==> config.mk <==
export PLATFORM = sky130hd
export DESIGN_NAME = pipeline_ctrl
export DESIGN_NICKNAME = d
export VERILOG_FILES = /design/src/rtl/pipeline_ctrl.sv
export SDC_FILE = /design/constraint.sdc
export NUM_CORES = 1
export LEC_CHECK = 0
export CAP_MARGIN = 20
export CORE_UTILIZATION = 50
export CTS_BUF_LIST = sky130_fd_sc_hd__clkbuf_2 sky130_fd_sc_hd__clkbuf_4 sky130_fd_sc_hd__clkbuf_8
export DETAILED_ROUTE_END_ITERATION = 6
export PLACE_DENSITY = 0.86
export SLEW_MARGIN = 20
export SYNTH_ARGS = -nofsm -noshare
export SYNTH_HDL_FRONTEND = slang
export SYNTH_SLANG_ARGS = --single-unit
==> constraint.sdc <==
create_clock -name clk -period 5.1 [get_ports clk]
set_clock_uncertainty 0.2 [all_clocks]
set_input_delay 1.02 -clock clk [delete_from_list [all_inputs] [get_ports clk]]
set_output_delay 1.02 -clock clk [all_outputs]
set_load 0.005 [all_outputs]
==> src/rtl/pipeline_ctrl.sv <==
// Stall/flush sequencer for the 5-stage pipeline: merges hazard, jump, mult/div,
// external-wait and exception sources into per-stage enables, flushes and PC control.
module pipeline_ctrl #(
    parameter int MUL_LAT = 3,
    parameter int DIV_LAT = 32,
    parameter int CNT_W   = 6
) (
    input  logic       clk,
    input  logic       rst_n,
    input  logic       hazard_stall,
    input  logic       ID_jumpTaken,
    input  logic       EX_mdStart,
    input  logic       EX_mdIsDiv,
    input  logic       ext_stall,
    input  logic       MEM_exception,
    output logic       PC_en,
    output logic       IF_ID_en,
    output logic       ID_EX_en,
    output logic       EX_MEM_en,
    output logic       MEM_WB_en,
    output logic       IF_ID_flush,
    output logic       ID_EX_flush,
    output logic       EX_MEM_flush,
    output logic       MEM_WB_flush,
    output logic       pc_sel_exc,
    output logic       md_busy,
    output logic       md_done,
    output logic [1:0] ctrl_state
);

    typedef enum logic [1:0] {
        RUN    = 2'd0,
        MDWAIT = 2'd1,
        EXC    = 2'd2
    } state_t;

    localparam logic [CNT_W-1:0] MUL_LOAD = CNT_W'(MUL_LAT - 1);
    localparam logic [CNT_W-1:0] DIV_LOAD = CNT_W'(DIV_LAT - 1);

    state_t           state;
    state_t           state_next;
    logic [CNT_W-1:0] cnt;
    logic [CNT_W-1:0] cnt_next;

    assign ctrl_state = state;

    // Sources are evaluated strictly in priority order; the first match owns the cycle.
    always_comb begin
        PC_en        = 1'b1;
        IF_ID_en     = 1'b1;
        ID_EX_en     = 1'b1;
        EX_MEM_en    = 1'b1;
        MEM_WB_en    = 1'b1;
        IF_ID_flush  = 1'b0;
        ID_EX_flush  = 1'b0;
        EX_MEM_flush = 1'b0;
        MEM_WB_flush = 1'b0;
        pc_sel_exc   = 1'b0;
        md_done      = 1'b0;
        state_next   = state;
        cnt_next     = cnt;

        if (MEM_exception) begin
            IF_ID_flush  = 1'b1;
            ID_EX_flush  = 1'b1;
            EX_MEM_flush = 1'b1;
            MEM_WB_flush = 1'b1;
            pc_sel_exc   = 1'b1;
            cnt_next     = '0;
            state_next   = EXC;
        end else if (ext_stall) begin
            PC_en     = 1'b0;
            IF_ID_en  = 1'b0;
            ID_EX_en  = 1'b0;
            EX_MEM_en = 1'b0;
            MEM_WB_en = 1'b0;
        end else begin
            unique case (state)
                RUN: begin
                    if (EX_mdStart) begin
                        PC_en        = 1'b0;
                        IF_ID_en     = 1'b0;
                        ID_EX_en     = 1'b0;
                        EX_MEM_flush = 1'b1;
                        cnt_next     = EX_mdIsDiv ? DIV_LOAD : MUL_LOAD;
                        state_next   = MDWAIT;
                    end else if (hazard_stall) begin
                        PC_en       = 1'b0;
                        IF_ID_en    = 1'b0;
                        ID_EX_flush = 1'b1;
                    end else if (ID_jumpTaken) begin
                        IF_ID_flush = 1'b1;
                    end
                end
                MDWAIT: begin
                    // EX stays occupied until the counter drains; a bubble feeds MEM meanwhile.
                    if (cnt != '0) begin
                        PC_en        = 1'b0;
                        IF_ID_en     = 1'b0;
                        ID_EX_en     = 1'b0;
                        EX_MEM_flush = 1'b1;
                        cnt_next     = cnt - CNT_W'(1);
                    end else begin
                        md_done    = rst_n;
                        state_next = RUN;
                    end
                end
                EXC: begin
                    state_next = RUN;
                end
                default: begin
                    state_next = RUN;
                end
            endcase
        end
    end

    always_ff @(posedge clk) begin
        if (!rst_n) begin
            state   <= RUN;
            cnt     <= '0;
            md_busy <= 1'b0;
        end else begin
            state   <= state_next;
            cnt     <= cnt_next;
            md_busy <= (state_next == MDWAIT);
        end
    end

endmodule
---- After elaboration in Yosys (flattened, before gate mapping) ----
Index checks and enable logic that the tools add are counted.
Widths: inputs -> output; s select.
operators by class
  mux-type cells .......................... 42
  $add $sub $neg .......................... 1
  reductions and logical operators ........ 5
  equal/unequal tests ..................... 4
  bitwise operators ....................... 2
operators with widths
  cell                 count
  $mux 1               30
  $mux 6               2
  $pmux 6 s2           1
  $mux 2               4
  $pmux 1 s2           3
  $reduce_bool 6->1    1
  $sub 6x1->6 const B  1
  $mux 5               1
  $eq 2x1->1 const B   2
  $ne 2x2->1 const B   2
  $pmux 2 s2           1
  $reduce_and 4->1     1
  $logic_not 2->1      1
  $not 1->1            2
  $reduce_bool 2->1    1
  $reduce_or 2->1      1
word-level totals
  flip-flop bits (word level) ............. 9
  output and inout bits ................... 14

---- Logic depth before layout (Yosys ltp) ----
  depth after elaboration ................. 6
  gate-level depth with buffers ........... 7
  mapped depth without buffers ............ 6

---- Least setup slack after synthesis ----
No wires, ideal clock.
  path kind ............................... input-to-output
  start point ............................. input port ext_stall
  end point ............................... output port IF_ID_flush
  stages on the path ...................... 4
  slack ................................... 2,219 ps
  data arrival time ....................... 1,661 ps
  path through ............................ buf_2 > or2_1 > nor2_1 > a31o_2
between the ends
  word-level cells in the longest chain between the ends .. 2
ends and longest elaborated chain
  what         RTL line  source
  from (decl)  14        input logic ext_stall,
  $mux 1       71        end else if (ext_stall) begin
  $mux 1       63        if (MEM_exception) begin
  to (decl)    21        output logic IF_ID_flush,
Every way passes these cells.

---- Final worst setup path ----
Same ends and word-level chain as after synthesis.

==> metrics.txt <==
Tmin final=4080 ps; layout cells sized above 1=9.80%; TritonCTS Buffers=3; Die Y=38.5 um; switching part of the total=27.4%; initial core utilization=between 50% and 60%; CTS tree=yes; post-route worst setup slack=1020 ps; Synth area leaders=dfxtp_1 (27%), o21ai_0 (5.3%), a21oi_1 (4.5%); Placement Setup Slack=approximately 1000 ps; post-CTS sizing=0; Internal=134 uW; setup TNS=0 ps; power share of the combinational group=about a quarter; Reg2Reg Depth=6; row count=12; Seq/Total Area, Yosys=27.1%; EDFF count, synth=0; Slew HR=roughly two thirds; final setup fails=0; largest area contributor in the netlist=dfxtp_1; DR WL/cell=~13 um; syn nets=93; Seq pwr share=between 40% and 50%; Crit Path Class=input pin to output port; Final Cycle Share=around 80%; GPL Wtd Cong=roughly 0.76; vias in the first global route=about 580; initial antenna violation count=0; Final nets=112; largest net degree at the start of global routing=12; Slew @ Worst Pin=around 530 ps; Worst Setup SP=ext_stall; Synth Register Bits=9; Vias=roughly 650; core area=1170 um^2; Fin. Hold Viols=0; final wirelength=1.54 mm; most numerous cell in the Yosys netlist=dfxtp_1; Tot GR Track Use=around a quarter; worst flop-to-flop path endpoint=cnt[5]$_SDFFE_PP0P_; Post-CTS Hold Buffers=0; First-pass DRT Iterations=4; CTS clk-pin slew, worst paths=60 ps; Worst Setup End Kind=output port; Post-Syn Area=666 um^2; # DRC=0; Commonest cells post-synth=dfxtp_1 (9), nor2_1 (8), o21ai_0 (7); gr ovfl total=0; H-tree Lvls=1; number of vias per cell=5.61; Root Buffer=clkbuf_4; Critical Path Fanout Max=11; placed instance area=roughly 850 um^2; Peak VDD IR=between 0.0001 and 0.00015 V; initial detailed-routing violation count=6; Port Buffer Count=21; Clk Latency, worst-skew pair=about 270 ps; Clock power frac=33.3%; design area=880 um^2; Gate Count Post-Synth=84; unrepaired setup endpoints after global routing=no; Most used DFF post-synth=dfxtp_1; Hold/Removal Path Class=flip-flop to flip-flop; Worst Path Arrival=2860 ps; clk sink count=9; post-route antenna net violation count=0; first-pass GRT wire length=2.59 mm; f_max=245 MHz; post-DP HPWL=between 1 and 1.5 mm; PwrDens=between 200 and 250 nW/um^2; Synth top area share=27.1%; syn avg cell area=7.92 um^2; Net Sw Power=50.8 uW; Die Wd=38.5 um; maximum buffer depth of the clock tree=2; max_cap viols=0; Cell variety after synth=35; CP endpoint=IF_ID_flush; flop-to-flop setup slack=between 2000 and 3000 ps; async set or reset register ratio after synthesis=0%; # Post-CTS Setup Buffers=0; ant diodes=0; Critical Path RT=slightly below 4000 ps; Final Max Slew Viols=0; FF-to-FF Start=cnt[0]$_SDFFE_PP0P_; Pleak=0.000338 uW; synth-to-layout area growth=32.1%; Synth Warn #=0; IO Pins=22; Die Area=between 1000 and 1500 um^2; CP Launch Type=input pin; status=finished clean
-- placed cells by master, fill, tap and decap left out, types with 2 or more instances in the layout --
master	n
a21oi_1	6
clkbuf_4	4
clkdlybuf4s50_1	21
dfxtp_1	9
inv_1	5
nand2_1	3
nand2b_1	4
nor2_1	8
nor2b_1	3
nor3_1	3
nor3b_1	3
nor4_1	3
o21ai_0	7
o21bai_1	2
or4_1	2
-- flip-flops by register name, indices dropped and copies added (netlist names) --
name	flops
cnt	6
ctrl_state	2
md_busy	1
-- cell type report --
cell class                 count  area (um^2)
sequential                     9          180
tap                           14         17.5
inverter                       5         18.8
fill                         102          292
clock buffer                   4         30.0
timing repair buffer          21          210
multi-input combinational     63          423
-- critical path: stages --
cell	delay, ps
clkdlybuf4s50_1	670
or2_1	350
nor2_1	150
a31o_2	170
clkdlybuf4s50_1	490
-- per-layer routing --
metal | vias to the layer above | global-route usage [%] | part of all wire, %
met5 | - | 0 | 0
met4 | 0 | 12.9 | 1.8
met3 | 5 | 8.72 | 4.5
met2 | 13 | 39.6 | 48
met1 | 301 | 33.5 | 46
li1 | 332 | - | -
-- power by group through the flow --
stage / sequential, uW / clock (uW) / combinational, uW
after global routing: 76.3 / 65.3 / 52.0
after floorplan: 76.8 / 0 / 27.3
after global placement: 77.3 / 0 / 46.2
after CTS: 75.8 / 63.4 / 47.8
after detailed placement: 77.3 / 0 / 47.6
final: 75.9 / 61.7 / 47.6
-- how the worst min path moves through the flow --
| stage | slack, ps | from | to | cells after the start |
|---|---|---|---|---|
| final | 300 | cnt[0]$_SDFFE_PP0P_ | cnt[0]$_SDFFE_PP0P_ | 2 |
| after global routing | 350 | cnt[4]$_SDFFE_PP0P_ | cnt[4]$_SDFFE_PP0P_ | 2 |
| after CTS | 300 | cnt[0]$_SDFFE_PP0P_ | cnt[0]$_SDFFE_PP0P_ | 2 |
| after detailed placement | 290 | cnt[0]$_SDFFE_PP0P_ | cnt[0]$_SDFFE_PP0P_ | 2 |
| after global placement | 280 | cnt[0]$_SDFFE_PP0P_ | cnt[0]$_SDFFE_PP0P_ | 2 |
| after floorplan | 260 | cnt[2]$_SDFFE_PP0P_ | cnt[2]$_SDFFE_PP0P_ | 2 |
-- cell families (layout without fill, tap and decap cells) --
group	count (synthesis)	after routing	share of synthesized area, %
AND/OR/NAND/NOR	38	38	36.3
AO/OA/AOI/OAI	23	23	23.7
buffers and inverters	12	30	9.40
flip-flops	9	9	27.1
adder cells (fa/ha/maj)	1	1	1.88
multiplexers	1	1	1.69
-- per-stage QoR --
step           utilization, %  cells  total power (uW)  hold slack (ps)
3_5_place_dp             72.5    112               125              292
2_1_floorplan               -     84               104              262
3_3_place_gp             72.5    112               123              280
4_1_cts                  75.1    116               187              302
5_1_grt                  75.1    116               194              351
6_report                 75.1    116               185              303
No activity file was read; power rests on OpenSTA's default activity.
